**config.mk**
```make
export PLATFORM = sky130hd
export DESIGN_NAME = rx_deflusher_flat
export DESIGN_NICKNAME = d
export VERILOG_FILES = /design/src/rtl/rx_deflusher_if.sv /design/src/rtl/rx_deflusher.sv /design/src/flat_wrapper.sv
export SDC_FILE = /design/constraint.sdc
export NUM_CORES = 1
export LEC_CHECK = 0
export ABC_AREA = 1
export CAP_MARGIN = 20
export CORE_MARGIN = 2
export CORE_UTILIZATION = 44
export DETAILED_ROUTE_END_ITERATION = 6
export GPL_TIMING_DRIVEN = 0
export PLACE_DENSITY_LB_ADDON = 0.12
export SLEW_MARGIN = 20
export SYNTH_ARGS = -nofsm -noshare
export SYNTH_HDL_FRONTEND = slang
export SYNTH_SLANG_ARGS = --single-unit
```
**constraint.sdc**
```tcl
create_clock -name clk -period 2.3 [get_ports clk]
set_clock_uncertainty 0.2 [all_clocks]
set_input_delay 0.46 -clock clk [delete_from_list [all_inputs] [get_ports clk]]
set_output_delay 0.46 -clock clk [all_outputs]
set_load 0.02 [all_outputs]
```
**src/rtl/rx_deflusher_if.sv**
```systemverilog
// rx_deflusher_if: receive datapath bundle between the lane fifo and the upper receive layer
// Ports (slave = deflusher side):
//   in_enable        clock enable, no input consumed when low
//   in_rxdata        192-bit received word
//   in_rxdata_valid  in_rxdata carries a word
//   out_rxdata       de-flushed data word, held while not valid
//   out_rxdata_valid one-cycle qualifier for out_rxdata
//   out_flush        one-cycle pulse per removed flush sequence
//   out_esc_err      one-cycle pulse for an escape followed by an illegal word
//   out_flush_cnt    saturating count of removed flush sequences
`ifndef ESC_PACK
`define ESC_PACK {24{8'hE5}}
`endif
`ifndef FLUSH_PACK
`define FLUSH_PACK {24{8'hF1}}
`endif
interface rx_deflusher_if;
  logic         in_enable;
  logic [191:0] in_rxdata;
  logic         in_rxdata_valid;
  logic [191:0] out_rxdata;
  logic         out_rxdata_valid;
  logic         out_flush;
  logic         out_esc_err;
  logic [15:0]  out_flush_cnt;
  modport master (
    output in_enable, in_rxdata, in_rxdata_valid,
    input  out_rxdata, out_rxdata_valid, out_flush, out_esc_err, out_flush_cnt
  );
  modport slave (
    input  in_enable, in_rxdata, in_rxdata_valid,
    output out_rxdata, out_rxdata_valid, out_flush, out_esc_err, out_flush_cnt
  );
endinterface

```
**src/rtl/rx_deflusher.sv**
```systemverilog
// rx_deflusher: strips ESC/FLUSH sequences and collapses ESC/ESC back to one ESC data word
// Ports:
//   clk      datapath clock
//   reset_n  asynchronous active-low reset
//   rx       rx_deflusher_if slave: enable/word/valid in, data/valid/flush/esc_err/flush_cnt out
module rx_deflusher (
  input  logic           clk,
  input  logic           reset_n,
  rx_deflusher_if.slave  rx
);
  typedef enum logic {S_NORMAL = 1'b0, S_GOTESC = 1'b1} state_t;
  state_t       state_q;
  logic [191:0] data_q;
  logic         valid_q;
  logic         flush_q;
  logic         err_q;
  logic [15:0]  flush_cnt_q;
  logic [15:0]  flush_cnt_d;
  logic         accept;
  logic         is_esc;
  logic         is_flush;
  assign accept      = rx.in_enable && rx.in_rxdata_valid;
  assign is_esc      = rx.in_rxdata == `ESC_PACK;
  assign is_flush    = rx.in_rxdata == `FLUSH_PACK;
  assign flush_cnt_d = flush_cnt_q + {15'd0, flush_cnt_q != 16'hFFFF};
  always_ff @(posedge clk or negedge reset_n)
    if (!reset_n) begin
      state_q     <= S_NORMAL;
      data_q      <= '0;
      valid_q     <= 1'b0;
      flush_q     <= 1'b0;
      err_q       <= 1'b0;
      flush_cnt_q <= '0;
    end else begin
      valid_q <= 1'b0;
      flush_q <= 1'b0;
      err_q   <= 1'b0;
      if (accept)
        case (state_q)
          S_NORMAL:
            if (is_esc) state_q <= S_GOTESC;
            else begin
              data_q  <= rx.in_rxdata;
              valid_q <= 1'b1;
            end
          S_GOTESC: begin
            state_q <= S_NORMAL;
            if (is_flush) begin
              flush_q     <= 1'b1;
              flush_cnt_q <= flush_cnt_d;
            end else begin
              // an escaped ESC is the word itself; any other word drops the escape and is flagged
              data_q  <= rx.in_rxdata;
              valid_q <= 1'b1;
              err_q   <= !is_esc;
            end
          end
          default: state_q <= S_NORMAL;
        endcase
    end
  assign rx.out_rxdata       = data_q;
  assign rx.out_rxdata_valid = valid_q;
  assign rx.out_flush        = flush_q;
  assign rx.out_esc_err      = err_q;
  assign rx.out_flush_cnt    = flush_cnt_q;
endmodule

```
**src/flat_wrapper.sv**
```systemverilog
// flat-port wrapper written by rule: the top's interface ports become plain ports
module rx_deflusher_flat 
  (clk, reset_n, rx_in_enable, rx_in_rxdata, rx_in_rxdata_valid, rx_out_rxdata, rx_out_rxdata_valid, rx_out_flush, rx_out_esc_err, rx_out_flush_cnt);
  rx_deflusher_if rx_i ();
  input  logic clk;
  input  logic reset_n;
  input wire logic [$bits(rx_i.in_enable)-1:0] rx_in_enable;
  input wire logic [$bits(rx_i.in_rxdata)-1:0] rx_in_rxdata;
  input wire logic [$bits(rx_i.in_rxdata_valid)-1:0] rx_in_rxdata_valid;
  output wire logic [$bits(rx_i.out_rxdata)-1:0] rx_out_rxdata;
  output wire logic [$bits(rx_i.out_rxdata_valid)-1:0] rx_out_rxdata_valid;
  output wire logic [$bits(rx_i.out_flush)-1:0] rx_out_flush;
  output wire logic [$bits(rx_i.out_esc_err)-1:0] rx_out_esc_err;
  output wire logic [$bits(rx_i.out_flush_cnt)-1:0] rx_out_flush_cnt;
  assign rx_i.in_enable = rx_in_enable;
  assign rx_i.in_rxdata = rx_in_rxdata;
  assign rx_i.in_rxdata_valid = rx_in_rxdata_valid;
  assign rx_out_rxdata = rx_i.out_rxdata;
  assign rx_out_rxdata_valid = rx_i.out_rxdata_valid;
  assign rx_out_flush = rx_i.out_flush;
  assign rx_out_esc_err = rx_i.out_esc_err;
  assign rx_out_flush_cnt = rx_i.out_flush_cnt;
  rx_deflusher u_core (.clk(clk), .reset_n(reset_n), .rx(rx_i));
endmodule
```
==> flow_summary_export.csv <==
group,metric,value,unit
min_path,hp-class,"input port to flop",
worst_setup_path,critPathCaptureType,"primary output",
detailed_routing,final_antenna_net_count,0,
clock_network,clock-sinks,212,
grt,track_usage,30.6,%
power,fin_total_pwr,11.2,mW
worst_setup_path,worstPathRequired,1640,ps
floorplanning,ios,407,
synth,yosys-top-cells-count,"nand2_1 (529), nand4_1 (222), dfrtp_1 (212)",
detailed_routing,via_per_inst,5.37,
worst_setup_path,rr_endpoint,"u_core.rx.out_flush_cnt[12]",
grt,antenna_found_initial,18,
timing,setup_viol,0,
timing,fin_tns_setup,0,ps
worst_setup_path,worstPathCellList,"clkdlybuf4s50_1",
floorplanning,dieArea,24900,µm²
finish,final_layout_size_suffix_gt1_share,12.1,%
timing,hold_viol_final,0,
worst_setup_path,crit_path_max_fanout,5,
power,vdd_ir_drop_max,0.462,mV
timing,worstMarginPinSlew,538,ps
synth,synth_seq_cells,212,
detailed_routing,drt_iter0_markers,804,
synth,synth_top_area_share,51.0,%
synth,synth_cell_types,26,
clock_network,htreeDepth,1,
synth,synth.area.top_cells,"dfrtp_1 (51%), nand2_1 (19%), nand4_1 (13%)",
timing,hold_ws,35.5,ps
worst_setup_path,reg2reg_slack,140,ps
timing,slew_violations,0,
synth,ys_warn_count,0,
synth,yosys.area.top_type,"dfrtp_1",
synth,synth_edf_count,0,
clock_network,root_buffer,"clkbuf_16",
floorplanning,initial_core_util,44.6,%
clock_network,insertion_delay,520,ps
grt,grt_max_degree,96,
power,powerDensity,648,nW/µm²
grt,grt_overflow_total,0,
finish,syn_to_final_growth,65.9,%
flow_run,drv_cap,0,
status,status,"finished, final reports clean",
worst_setup_path,cp_top_family,"buffers and inverters",
detailed_routing,wl_per_cell,19.1,µm
synth,syn_avg_cell_area,7.74,µm²
finish,fin_cells,2157,
grt,grt_pass1_wl,59100,µm
place,io_buffers,406,
synth,synthArstFlopShare,100,%
finish,final_core_util,73.9,%
worst_setup_path,cp-start-kind,"flop",
detailed_routing,wl,41200,µm
worst_setup_path,critical_path.slowest_cell,"clkdlybuf4s50_1",
clock_network,cts_buffers,24,
timing,max_freq,0.443,GHz
worst_setup_path,cp_data_arrival_time,1600,ps
detailed_routing,vias,11582,
finish,fill_cells,1752,
clock_network,cts.path.max_buffers,3,
synth,synthCells,1344,
place,gp_congestion,0.874,
detailed_routing,first_pass_iters,5,
detailed_routing,drc,0,
worst_setup_path,max_stage_delay,640,ps
synth,yosysMostFrequentCell,"nand2_1",
timing,layout_min_cycle_time,2260,ps
clock_network,cts_tree,"yes",
synth,synth_area,10400,µm²
timing,finalCritPeriodShare,98.1,%
worst_setup_path,timing_worst_setup_path_type,"flop to primary output",
floorplanning,rows,56,
floorplanning,core,23300,µm²
finish,final_nets,2001,
synth,ys.flop_type,"dfrtp_1",
timing,relSlewSlack,64.1,%
synth,synth_fp_nets,1542,
worst_setup_path,startpoint,"u_core.rx.out_flush_cnt[5]",
worst_setup_path,endpoint,"rx_out_flush_cnt[5]",
worst_setup_path,reg2regPathDepth,10,
grt,grt_pass1_vias,10891,
worst_setup_path,crit_cells,1,
floorplanning,fp.dieH,158,µm
floorplanning,die_w,158,µm
clock_network,clk_pin_slew,60,ps
place,dp.cells,2071,
place,dp_hpwl,29100,µm
worst_setup_path,r2r_start,"u_core.rx.out_flush_cnt[7]",
synth,yosysSeqAreaShare,51.0,%
power,p_leak,9.58,nW
worst_setup_path,cp_num_buf_inv,1,
routing by layer:
metal / up-vias / wire, µm / GRT usage [%]
met5: - / 55 / 0
met4: 8 / 1800 / 14.0
met3: 109 / 3560 / 7.61
met2: 499 / 20200 / 51.1
met1: 5580 / 15600 / 37.5
li1: 5386 / - / -
flip-flops by register name, indices dropped and copies added (netlist names):
| name | count |
|---|---|
| u_core.rx.out_rxdata_valid | 1 |
| u_core.rx.out_flush_cnt | 16 |
| u_core.rx.out_rxdata | 192 |
| u_core.state_q | 1 |
| u_core.rx.out_flush | 1 |
| u_core.rx.out_esc_err | 1 |
per-stage QoR:
stage	setup slack, ps	area, µm²
floorplan	49.0	10400
global placement	-8710	14900
detailed placement	-955	14900
CTS	-0.705	16100
global route	-39.8	17200
finish	44.7	17300
repair_timing:
action,4_1_cts,5_1_grt
endpoints found under the setup margin,206,212
hold endpoints to repair,91,0
setup buffers,3,10
pin swaps,3,81
resized for setup,102,308
cloned,1,10
hold buffers,1,0
layout make-up:
| type | instances | area (µm²) | share of cell area, % |
|---|---|---|---|
| timing repair buffer | 433 | 4950 | 28.7 |
| sequential | 212 | 5310 | 30.8 |
| inverter | 92 | 345 | 2.00 |
| antenna | 18 | 45.0 | 0.261 |
| multi-input combinational | 953 | 4690 | 27.2 |
| clock inverter | 6 | 82.6 | 0.479 |
| clock buffer | 37 | 731 | 4.24 |
| buffer | 87 | 706 | 4.09 |
| tap | 319 | 399 | 2.31 |
worst register-to-register path, stage by stage (launching register included):
cell     delay [ps]
dfrtp_1         430
nand2_2         190
nor3_4           70
nand4_1          90
ha_2            210
ha_2            220
nand3_2         110
nor2_4          150
nand4_1         130
o21ai_0         180
nand2_1          70
cell usage in the layout, fill, tap and decap left out, drive strengths merged:
cell type / count
buf: 78
clkbuf: 74
nand3: 29
diode: 18
nor2: 126
clkdlybuf4s50: 209
a21oi: 2
or2: 1
dlymetal6s2s: 185
nor3: 15
and3: 1
clkinv: 4
xor2: 4
nand4: 222
inv: 91
dlygate4sd3: 1
o21ai: 8
dfrtp: 212
xnor2: 7
nor4: 3
bufinv: 2
nand2: 529
nand3b: 1
clkinvlp: 1
nor3b: 3
ha: 2
dlygate4sd2: 10
power breakdown:
| part | internal [mW] | total, mW | leakage (nW) | switching (mW) |
|---|---|---|---|---|
| Sequential | 4.16 | 4.40 | 2.64 | 0.247 |
| Combinational | 1.30 | 2.78 | 6.54 | 1.48 |
| Clock | 2.40 | 3.99 | 0.399 | 1.59 |
how the worst min path moves through the flow:
| stage | start | slack, ps | depth (start not counted) | endpoint |
|---|---|---|---|---|
| after floorplan | reset_n | -40 | 0 | u_core.rx.out_esc_err |
| after global placement | u_core.rx.out_rxdata[16] | 250 | 2 | u_core.rx.out_rxdata[16] |
| after CTS | rx_in_rxdata[165] | 180 | 3 | u_core.rx.out_rxdata[165] |
| after global routing | rx_in_rxdata[14] | 40 | 3 | u_core.rx.out_rxdata[14] |
| after detailed placement | reset_n | 140 | 1 | u_core.rx.out_rxdata[47] |
| final | rx_in_rxdata[161] | 40 | 3 | u_core.rx.out_rxdata[161] |
cell families after synthesis:
logic type	Yosys count	synth area share, %
AO/OA/AOI/OAI	10	0.481
XOR/XNOR	11	0.926
adder cells (fa/ha/maj)	2	0.241
buffers and inverters	179	7.48
flip-flops	212	51.0
AND/OR/NAND/NOR	930	39.9
(Power assumes the default switching activity.)
